`src/rtl/wb_pkg.sv`:
```
// Shared Wishbone definitions for the 16-bit CPU bus fabric.
// Holds the arbiter state encoding and default bus widths.
package wb_pkg;

  typedef enum logic [1:0] {
    IDLE = 2'd0,
    GNT0 = 2'd1,
    GNT1 = 2'd2
  } arb_state_e;

  localparam int WB_ADR_W = 16;
  localparam int WB_DAT_W = 16;
  localparam int WB_SEL_W = 4;

endpackage

```
`src/rtl/wb_watchdog.sv`:
```
// Stall watchdog: counts consecutive enabled cycles and flags the last allowed one.
// The owner clears it on grant release; a low enable also restarts the count.
module wb_watchdog
  import wb_pkg::*;
#(
  parameter int TIMEOUT = 16
) (
  input  logic clk,
  input  logic reset,
  input  logic i_en,
  input  logic i_clr,
  output logic o_expire
);

  localparam int CNT_W = $clog2(TIMEOUT);
  localparam logic [CNT_W-1:0] LAST_CNT = CNT_W'(TIMEOUT - 1);

  logic [CNT_W-1:0] r_cnt;

  // Expiry is only meaningful while a stalled strobe is still outstanding.
  assign o_expire = i_en && (r_cnt == LAST_CNT);

  always_ff @(posedge clk) begin
    if (reset || i_clr || !i_en) begin
      r_cnt <= '0;
    end else begin
      r_cnt <= r_cnt + 1'b1;
    end
  end

endmodule

```
`src/rtl/wb_arbiter2.sv`:
```
// Two-master round-robin Wishbone arbiter sharing one slave port.
// Grant is held for a whole cyc frame; a watchdog aborts unacknowledged strobes.
module wb_arbiter2
  import wb_pkg::*;
#(
  parameter int ADR_W   = WB_ADR_W,
  parameter int DAT_W   = WB_DAT_W,
  parameter int SEL_W   = WB_SEL_W,
  parameter int TIMEOUT = 16
) (
  input  logic             clk,
  input  logic             reset,
  input  logic [ADR_W-1:0] m0_adr_i,
  input  logic [DAT_W-1:0] m0_dat_i,
  input  logic             m0_we_i,
  input  logic [SEL_W-1:0] m0_sel_i,
  input  logic             m0_stb_i,
  input  logic             m0_cyc_i,
  output logic [DAT_W-1:0] m0_dat_o,
  output logic             m0_ack_o,
  output logic             m0_err_o,
  input  logic [ADR_W-1:0] m1_adr_i,
  input  logic [DAT_W-1:0] m1_dat_i,
  input  logic             m1_we_i,
  input  logic [SEL_W-1:0] m1_sel_i,
  input  logic             m1_stb_i,
  input  logic             m1_cyc_i,
  output logic [DAT_W-1:0] m1_dat_o,
  output logic             m1_ack_o,
  output logic             m1_err_o,
  output logic [ADR_W-1:0] s_adr_o,
  output logic [DAT_W-1:0] s_dat_o,
  output logic             s_we_o,
  output logic [SEL_W-1:0] s_sel_o,
  output logic             s_stb_o,
  output logic             s_cyc_o,
  input  logic [DAT_W-1:0] s_dat_i,
  input  logic             s_ack_i,
  output logic [1:0]       gnt_o
);

  arb_state_e r_state;
  logic       r_last_gnt;

  logic w_gnt0;
  logic w_gnt1;
  logic w_stb_sel;
  logic w_cyc_sel;
  logic w_wd_en;
  logic w_expire;
  logic w_release;

  // Reset gates routing directly so nothing leaks to the slave while it is held.
  assign w_gnt0    = !reset && (r_state == GNT0);
  assign w_gnt1    = !reset && (r_state == GNT1);
  assign w_stb_sel = (w_gnt0 && m0_stb_i) || (w_gnt1 && m1_stb_i);
  assign w_cyc_sel = (w_gnt0 && m0_cyc_i) || (w_gnt1 && m1_cyc_i);
  assign w_wd_en   = w_stb_sel && !s_ack_i;
  assign w_release = (w_gnt0 || w_gnt1) && (!w_cyc_sel || w_expire);
  assign gnt_o     = {w_gnt1, w_gnt0};

  wb_watchdog #(
    .TIMEOUT (TIMEOUT)
  ) u_watchdog (
    .clk      (clk),
    .reset    (reset),
    .i_en     (w_wd_en),
    .i_clr    (w_release),
    .o_expire (w_expire)
  );

  always_ff @(posedge clk) begin
    if (reset) begin
      r_state    <= IDLE;
      r_last_gnt <= 1'b1;
    end else begin
      case (r_state)
        IDLE: begin
          if (m0_cyc_i && m1_cyc_i) begin
            r_state <= r_last_gnt ? GNT0 : GNT1;
          end else if (m0_cyc_i) begin
            r_state <= GNT0;
          end else if (m1_cyc_i) begin
            r_state <= GNT1;
          end
        end
        GNT0: begin
          if (!m0_cyc_i || w_expire) begin
            r_state    <= IDLE;
            r_last_gnt <= 1'b0;
          end
        end
        GNT1: begin
          if (!m1_cyc_i || w_expire) begin
            r_state    <= IDLE;
            r_last_gnt <= 1'b1;
          end
        end
        default: r_state <= IDLE;
      endcase
    end
  end

  always_comb begin
    s_adr_o  = '0;
    s_dat_o  = '0;
    s_we_o   = 1'b0;
    s_sel_o  = '0;
    s_stb_o  = w_stb_sel;
    s_cyc_o  = w_cyc_sel;
    m0_dat_o = '0;
    m0_ack_o = 1'b0;
    m0_err_o = 1'b0;
    m1_dat_o = '0;
    m1_ack_o = 1'b0;
    m1_err_o = 1'b0;
    if (w_gnt0) begin
      s_adr_o  = m0_adr_i;
      s_dat_o  = m0_dat_i;
      s_we_o   = m0_we_i;
      s_sel_o  = m0_sel_i;
      m0_dat_o = s_dat_i;
      m0_ack_o = s_ack_i && !w_expire;
      m0_err_o = w_expire;
    end else if (w_gnt1) begin
      s_adr_o  = m1_adr_i;
      s_dat_o  = m1_dat_i;
      s_we_o   = m1_we_i;
      s_sel_o  = m1_sel_i;
      m1_dat_o = s_dat_i;
      m1_ack_o = s_ack_i && !w_expire;
      m1_err_o = w_expire;
    end
  end

endmodule

```
`config.mk`:
```
export PLATFORM = sky130hd
export DESIGN_NAME = wb_arbiter2
export DESIGN_NICKNAME = d
export VERILOG_FILES = /design/src/rtl/wb_pkg.sv /design/src/rtl/wb_watchdog.sv /design/src/rtl/wb_arbiter2.sv
export SDC_FILE = /design/constraint.sdc
export NUM_CORES = 1
export LEC_CHECK = 0
export CAP_MARGIN = 20
export CELL_PAD_IN_SITES_DETAIL_PLACEMENT = 0
export CELL_PAD_IN_SITES_GLOBAL_PLACEMENT = 2
export CORE_MARGIN = 1.5
export CORE_UTILIZATION = 10
export CTS_CLUSTER_DIAMETER = 200
export CTS_CLUSTER_SIZE = 12
export DETAILED_ROUTE_END_ITERATION = 10
export PLACE_DENSITY_LB_ADDON = 0.12
export SLEW_MARGIN = 20
export SYNTH_ARGS = -nofsm -noshare
export SYNTH_HDL_FRONTEND = slang
export SYNTH_SLANG_ARGS = --single-unit
```
`constraint.sdc`:
```
create_clock -name clk -period 3.25 [get_ports clk]
set_input_delay 0.4875 -clock clk [delete_from_list [all_inputs] [get_ports clk]]
set_output_delay 0.4875 -clock clk [all_outputs]
set_load 0.05 [all_outputs]
```
==> flow_metrics.tcl, run 1 <==
set metrics [dict create \
    finalPower_uw 657.1 \
    routabilityCongestion 0.6544 \
    slew_viol_final 0 \
    cts_tree "built" \
    syn_nets 234 \
    fillers 1074 \
    ctsHoldBuffers 0 \
    grt_pass1_vias 1707 \
    path_clk_slew_ps 40 \
    routedWlPerCell_microns 15.68 \
    synthAdderAreaFrac_pct 1.185 \
    regArea_sq_um 140.1 \
    min_period_ps 2740 \
    netlist_instances 136 \
    syn_area_per_cell_sq_um 7.765 \
    peakVddDrop_v 0.00008597 \
    tightestPinTransition_ps 517.0 \
    drc 0 \
    final_core_util_pct 34.67 \
    synth_xor_xnor_area_share_pct 2.488 \
    tns_ps 0 \
    dpl.hpwl_mm 5.690 \
    worstPathMaxFanout 3 \
    synth_top_area_share_pct 31.52 \
    dieArea_sq_um 11190 \
    post_cts_buffers 0 \
    syn2layout_area_growth_pct 237.4 \
    critical_path_arrival_ps 2250 \
    synthTopCellsByArea "a22o_1 32%, dfxtp_1 13%, and2_1 12%" \
    via_count 1768 \
    worstPathRequired_ps 2760 \
    fmax_ghz 0.3650 \
    synth_compound_gate_area_share_pct 39.45 \
    reg2reg_from "r_state[0]" \
    synth.most_common_cell "a22o_1" \
    synth_mux_area_share_pct 0 \
    yosysSeqAreaShare_pct 13.27 \
    cts_made_buffers 3 \
    rows 37 \
    place_ws_ps 480.4 \
    insertion_delay_ps 220 \
    first_pass_iters 4 \
    track_usage_pct 11.49 \
    critPathCaptureType "output port" \
    hp-class "reg2reg" \
    ant_nets 0 \
    die-width_microns 105.8 \
    status "complete, no violations" \
    drt_iter0_markers 45 \
    yosysUniqueCellTypes 31 \
    syn_area_sq_um 1056 \
    placed_cells 433 \
    grt_overflow 0 \
    startpoint_type "input pin" \
    grt_setup_unrepaired "false" \
    dpl_cell_area_sq_um 3518 \
    start_util_pct 10.28 \
    async_reset_ff_share_pct 0 \
    final_area_sq_um 3563 \
    multi_input_area_sq_um 817.0 \
    yosys.area_share.simple_pct 34.12 \
    cts-resized-gates 0 \
    routed_wl_mm 6.851 \
    fin_nets 400 \
    power.static_leakage_nw 1.486 \
    cts_buffer_depth 2 \
    final-hold-violation-count 0 \
    maxCapViolCount 0 \
    slew_headroom_pct 65.49 \
    fin_crit_sh_pct 84.30 \
    path_class "in2out" \
    grt_pass1_wl_mm 10.13 \
    whs_ps 453.0 \
    synth_area_leader_cell "a22o_1" \
    diodes 0 \
    ys_ff_latch 7 \
    finClkSkew_ps 1.372 \
    htreeDepth 1 \
    clock-sinks 7 \
    setup_violations 0 \
    core_region_area_sq_um 10280 \
    antenna_found_initial 0 \
    setup_slack_ps 510.4 \
    die_y_microns 105.8 \
    grt_start_max_net_pins 42 \
    synthTopCellsByCount "38 x a22o_1, 21 x and2_1, 17 x and3_1, 11 x buf_2" \
    fin_cells 437 \
    viasPerCell 4.046 \
    drive_above_1_share_pct 29.57 \
    hp-start "u_watchdog.r_cnt[0]" \
    synth_ff_type "dfxtp_1" \
    synth_top_family_by_area "compound AO/OA/AOI/OAI gates" \
    powerDensity_nw_per_um2 184.4 \
    ios 174 \
    cp-startpoint "m0_cyc_i" \
    synth_edf_count 0 \
    portBuffers 173 \
    cts-root-buf "clkbuf_8" \
    synth_warnings 0 \
]
## path summary, 6_finish.rpt
kind                          to  slack, ps  depth (start not counted)
max                      s_cyc_o        510                          5
min          u_watchdog.r_cnt[0]        450                          1
max reg2reg           r_state[1]       1490                          4
min reg2reg  u_watchdog.r_cnt[0]        450                          1
## layout make-up
class / instances / share of cell area (%)
inverters: 1 / 0.1053
multi-input cells: 110 / 22.93
repair buffers: 179 / 66.99
clock buffers: 4 / 1.264
well taps: 136 / 4.775
flip-flops and latches: 7 / 3.933
## worst max-delay path, cell delays in order
cell and delay [ps]:
clkdlybuf4s50_1 500, nand3b_1 120, and2_1 230, nor2_1 100, clkdlybuf4s50_1 810
## kinds of logic after synthesis
group / after synthesis
xor gates and xnor gates: 3
DFF: 7
buffers and inverters: 19
adders and majority gates: 1
and+or+nand+nor: 59
AOI/OAI and AO/OA: 47
## sequential cells by signal, summed over array words and instances (netlist names)
register	count
r_last_gnt	1
u_watchdog.r_cnt	4
r_state	2
## placed cells by master (no fill, tap or decap), types with 2 or more instances in the layout
cell and n:
clkbuf_8 3, nand3b_1 3, nand3_1 2, buf_4 18
dfxtp_1 7, clkdlybuf4s50_1 97, a22o_1 38, and3_1 17
nand2_1 3, and2_1 21, xor2_1 2, nor2_1 7
buf_12 64
## layer usage
| layer | routed length (microns) | global-route usage [%] | vias up |
|---|---|---|---|
| met5 | 0 | 0 | - |
| met4 | 38 | 1.737 | 0 |
| met3 | 726 | 3.340 | 5 |
| met2 | 3173 | 19.94 | 114 |
| met1 | 2913 | 14.25 | 808 |
| li1 | - | - | 841 |
## power breakdown
part,internal [mW],switching [mW],leakage [nW]
clock,0.0849,0.0375,0.0228
sequential,0.0893,0.00683,0.0570
combinational,0.240,0.198,1.41
total,0.414,0.243,1.49
(Power assumes the default switching activity.)
==> run 2, diff against run 1 <==
==> constraint.sdc (replaced) <==
create_clock -name clk -period 2.8 [get_ports clk]
set_input_delay 0.42 -clock clk [delete_from_list [all_inputs] [get_ports clk]]
set_output_delay 0.42 -clock clk [all_outputs]
set_load 0.05 [all_outputs]
==> run 2 against run 1 <==
  * Wire length is essentially flat
  * Critical path type unchanged
  * Die area is the same
  * Largest power group unchanged
  * Power grew 18%
  * Cell count is the same
  * Largest cell class unchanged
  * Register-to-register slack lost 280 ps
==> flow_metrics.tcl, run 2 (synthesis gave the netlist of run 1 again) <==
set metrics [dict create \
    via_count 1777 \
    cts_tree "built" \
    routed_wl_mm 6.845 \
    slew_viol_final 0 \
    viasPerCell 4.066 \
    startpoint_type "input pin" \
    insertion_delay_ps 220 \
    core_region_area_sq_um 10280 \
    dieArea_sq_um 11190 \
    crit_chain "clkdlybuf4s50_1 -> nand3b_4 -> a2111oi_4 -> and2_1 -> buf_12" \
    critPathCaptureType "output port" \
    ant_nets 0 \
    tns_ps 0 \
    critical_path_arrival_ps 1930 \
    fin_nets 400 \
    finClkSkew_ps 0.8852 \
    fin_cells 437 \
    worstPathRequired_ps 2380 \
    path_clk_slew_ps 40 \
    final-hold-violation-count 0 \
    powerDensity_nw_per_um2 207.1 \
    final_core_util_pct 36.35 \
    htreeDepth 1 \
    hp-class "reg2reg" \
    drt_iter0_markers 83 \
    slew_headroom_pct 75.02 \
    grt_pass1_wl_mm 10.36 \
    clock-sinks 7 \
    routabilityCongestion 0.7152 \
    drc 0 \
    largest_register_ffs 4 \
    dpl.hpwl_mm 5.663 \
    fillers 1032 \
    maxCapViolCount 0 \
    cts-root-buf "clkbuf_8" \
    die-width_microns 105.8 \
    rrSetupSlack_ps 1210 \
    reg.largest.list "u_watchdog.r_cnt (4), r_state (2), r_last_gnt (1)" \
    syn2layout_area_growth_pct 253.8 \
    routedWlPerCell_microns 15.66 \
    path_class "in2out" \
    regArea_sq_um 140.1 \
    portBuffers 173 \
    first_pass_iters 6 \
    cts_made_buffers 3 \
    drive_above_1_share_pct 29.90 \
    grt_start_max_net_pins 57 \
    place_ws_ps 446.5 \
    cts_buffer_depth 2 \
    grt_overflow 0 \
    start_util_pct 10.28 \
    ctsHoldBuffers 0 \
    slowest_delay_ps 530 \
    peakVddDrop_v 0.0001655 \
    diodes 0 \
    die_y_microns 105.8 \
    multi_input_area_sq_um 817.0 \
    post_cts_buffers 0 \
    min_period_ps 2354 \
    status "complete, no violations" \
    ios 174 \
    antenna_found_initial 0 \
    regMostFlops "u_watchdog.r_cnt" \
    grt_pass1_vias 1805 \
    cts-resized-gates 0 \
    final_common_cell "clkdlybuf4s50_1" \
    fmax_ghz 0.4249 \
    power.static_leakage_nw 1.528 \
    track_usage_pct 11.62 \
    fin_crit_sh_pct 84.06 \
    setup_slack_ps 446.4 \
    placed_cells 433 \
    layout_common_cells "96 x clkdlybuf4s50_1, 78 x buf_12, 38 x a22o_1" \
    worstPathMaxFanout 5 \
    rows 37 \
    critPathSlowestCell "clkdlybuf4s50_1" \
    setup_violations 0 \
    tightestPinTransition_ps 370.8 \
    grt_setup_unrepaired "false" \
]
==> run 2: layout make-up <==
class	count	area share [%]
Clock buffer	4	1.206
Inverter	1	0.1005
Multi-Input combinational cell	110	21.87
Sequential cell	7	3.751
Tap cell	136	4.555
Timing Repair Buffer	179	68.52
==> run 2: power by group <==
part	internal (mW)	switching (mW)	leakage [nW]
logic	0.291	0.238	1.45
clock network	0.0981	0.0385	0.0228
registers	0.104	0.00468	0.0570
total	0.493	0.281	1.53
==> run 2: layer usage <==
layer	routed length (microns)	vias up	GRT usage (%)
li1	-	841	-
met1	2732	819	14.29
met2	3269	115	20.04
met3	824	2	4.515
met4	19	0	0.5792
met5	0	-	0
==> run 2: per-stage QoR <==
| stage | instance area [sq um] | total power [mW] | hold WS [ps] |
|---|---|---|---|
| 6_report | 3736 | 0.7739 | 441.6 |
| 5_1_grt | 3736 | 0.8132 | 475.2 |
| 4_1_cts | 3736 | 0.7841 | 448.6 |
| 3_5_place_dp | 3691 | 0.6430 | 439.6 |
| 3_3_place_gp | 3691 | 0.6424 | 431.6 |
| 2_1_floorplan | 1056 | 0.3134 | 417.9 |
==> run 2: worst paths after layout <==
check / from / end / depth (start not counted)
setup / recovery: m1_stb_i / m1_err_o / 5
hold / removal: u_watchdog.r_cnt[0] / u_watchdog.r_cnt[0] / 1
setup reg to reg: u_watchdog.r_cnt[0] / r_state[1] / 5
hold reg to reg: u_watchdog.r_cnt[0] / u_watchdog.r_cnt[0] / 1
==> run 2: critical path: cells and delay by family <==
family / cells / cell delay (ps)
compound gates: 1 / 450
simple gates: 2 / 370
buf+inv: 2 / 690
==> run 3, diff against run 2 <==
==> constraint.sdc (replaced) <==
create_clock -name clk -period 2.47 [get_ports clk]
set_input_delay 0.3705 -clock clk [delete_from_list [all_inputs] [get_ports clk]]
set_output_delay 0.3705 -clock clk [all_outputs]
set_load 0.05 [all_outputs]
==> run 3 against run 2 <==
  * Worst hold slack gained 4.0 ps
  * Sequential share of layout area is essentially flat
  * Critical path type unchanged
  * Clock skew grew 1.8 ps
  * Largest power group unchanged
  * Wire length grew 1.5%
  * Non-clock buffer count is the same
  * Clock power grew 17%
  * Setup slack lost 250 ps
  * Global-route usage grew 0.15 points
  * Cell count is the same
==> flow_metrics.tcl, run 3 (synthesis gave the netlist of run 1 again) <==
set metrics [dict create \
    peakVddDrop_v 0.0001681 \
    fin_nets 400 \
    tightestPinTransition_ps 390.5 \
    worstPathRequired_ps 2100 \
    grt_overflow 0 \
    finalPower_uw 883.1 \
    p_sw_share_pct 36.52 \
    portBuffers 173 \
    first_pass_iters 4 \
    ios 174 \
    core_region_area_sq_um 10280 \
    routed_wl_mm 6.951 \
    power.static_leakage_nw 1.531 \
    htreeDepth 1 \
    slew_headroom_pct 73.69 \
    critPathCaptureType "output port" \
    path_clk_slew_ps 40 \
    insertion_delay_ps 230 \
    final_common_cell "clkdlybuf4s50_1" \
    regMostFlops "u_watchdog.r_cnt" \
    routabilityCongestion 0.7002 \
    grt_pass1_vias 1756 \
    cts_tree "built" \
    routedWlPerCell_microns 15.91 \
    status "complete, no violations" \
    powerDensity_nw_per_um2 235.6 \
    syn2layout_area_growth_pct 255.0 \
    layout_common_cells "96 x clkdlybuf4s50_1, 79 x buf_12, 38 x a22o_1" \
    maxCapViolCount 0 \
    grt_start_max_net_pins 42 \
    dieArea_sq_um 11190 \
    final-hold-violation-count 0 \
    worstPathMaxFanout 5 \
    hp-class "reg2reg" \
    ctsHoldBuffers 0 \
    diodes 0 \
    rows 37 \
    viasPerCell 3.957 \
    min_period_ps 2278 \
    drt_iter0_markers 44 \
    drc 0 \
    die-width_microns 105.8 \
    fin_crit_sh_pct 92.21 \
    start_util_pct 10.28 \
    track_usage_pct 11.77 \
    setup_violations 0 \
    critPathSlowestCell "clkdlybuf4s50_1" \
    seq_power_share_pct 14.1 \
    dpl.hpwl_mm 5.661 \
    fmax_ghz 0.4390 \
    cts-root-buf "clkbuf_8" \
    crit_chain "clkdlybuf4s50_1 -> nand3b_4 -> a2111oi_4 -> and2_1 -> buf_12" \
    post_cts_buffers 0 \
    p_int_uw 560.5 \
    die_y_microns 105.8 \
    drive_above_1_share_pct 29.90 \
    placed_cells 433 \
    fin_cells 437 \
    cts-resized-gates 0 \
    grt_pass1_wl_mm 10.36 \
    power_frac_comb_pct 67.7 \
    reg.largest.list "u_watchdog.r_cnt (4), r_state (2), r_last_gnt (1)" \
    clock-sinks 7 \
    clkPwrFrac_pct 18.2 \
    antenna_found_initial 0 \
    critical_path_arrival_ps 1910 \
    slowest_delay_ps 530 \
    grt_setup_unrepaired "false" \
    p_switching_uw 322.5 \
    largest_register_ffs 4 \
    via_count 1729 \
    startpoint_type "input pin" \
    slew_viol_final 0 \
    cts_buffer_depth 2 \
    tns_ps 0 \
    cts_made_buffers 3 \
    path_class "in2out" \
    ant_nets 0 \
    finClkSkew_ps 2.648 \
]
run 3: cell count changes in the layout (fill, tap and decap cells not counted):
cell and change:
buf_4 -1, buf_12 +1
run 3: layout make-up:
cell class,count,area (sq um)
Inverter,1,3.754
Fill cell,1061,6529
Multi-Input combinational cell,110,817.0
Timing Repair Buffer,179,2572
Tap cell,136,170.2
Sequential cell,7,140.1
Clock buffer,4,45.04
run 3: worst paths after layout:
check | endpoint | slack, ps | cells after the start | startpoint
worst max-delay path | m1_err_o | 190 | 5 | m1_stb_i
worst min-delay path | u_watchdog.r_cnt[0] | 450 | 1 | u_watchdog.r_cnt[0]
worst max register to register | r_state[1] | 840 | 4 | r_state[0]
worst min register to register | u_watchdog.r_cnt[0] | 450 | 1 | u_watchdog.r_cnt[0]
run 3: power groups by stage:
stage	clock network (mW)	registers [mW]	logic [mW]
floorplan	0	0.121	0.234
global placement	0	0.127	0.602
detailed placement	0	0.127	0.602
CTS	0.166	0.125	0.604
global route	0.171	0.126	0.624
finish	0.160	0.125	0.598
run 3: routing by layer:
metal  wire [microns]  global-route usage (%)  up-vias
met5                0                       0        -
met4               38                   1.737        0
met3              825                   4.391        4
met2             3313                   20.41      115
met1             2774                   14.06      772
li1                 -                       -      838
run 3: stage by stage:
step | hold WS, ps | setup slack [ps] | util, % | instance area [sq um]
final | 445.6 | 192.3 | 36.47 | 3749
after global routing | 467.0 | 79.10 | 36.47 | 3749
after CTS | 448.3 | 154.9 | 36.47 | 3749
after detailed placement | 442.4 | 192.0 | 36.04 | 3704
after global placement | 428.4 | 198.4 | 36.04 | 3704
after floorplan | 417.9 | 589.4 | - | 1056
run 3: worst max-delay path, delay by kind of cell:
family	cells	cell delay, ps
AOI/OAI and AO/OA	1	480
and+or+nand+nor	2	380
buffers and inverters	2	690
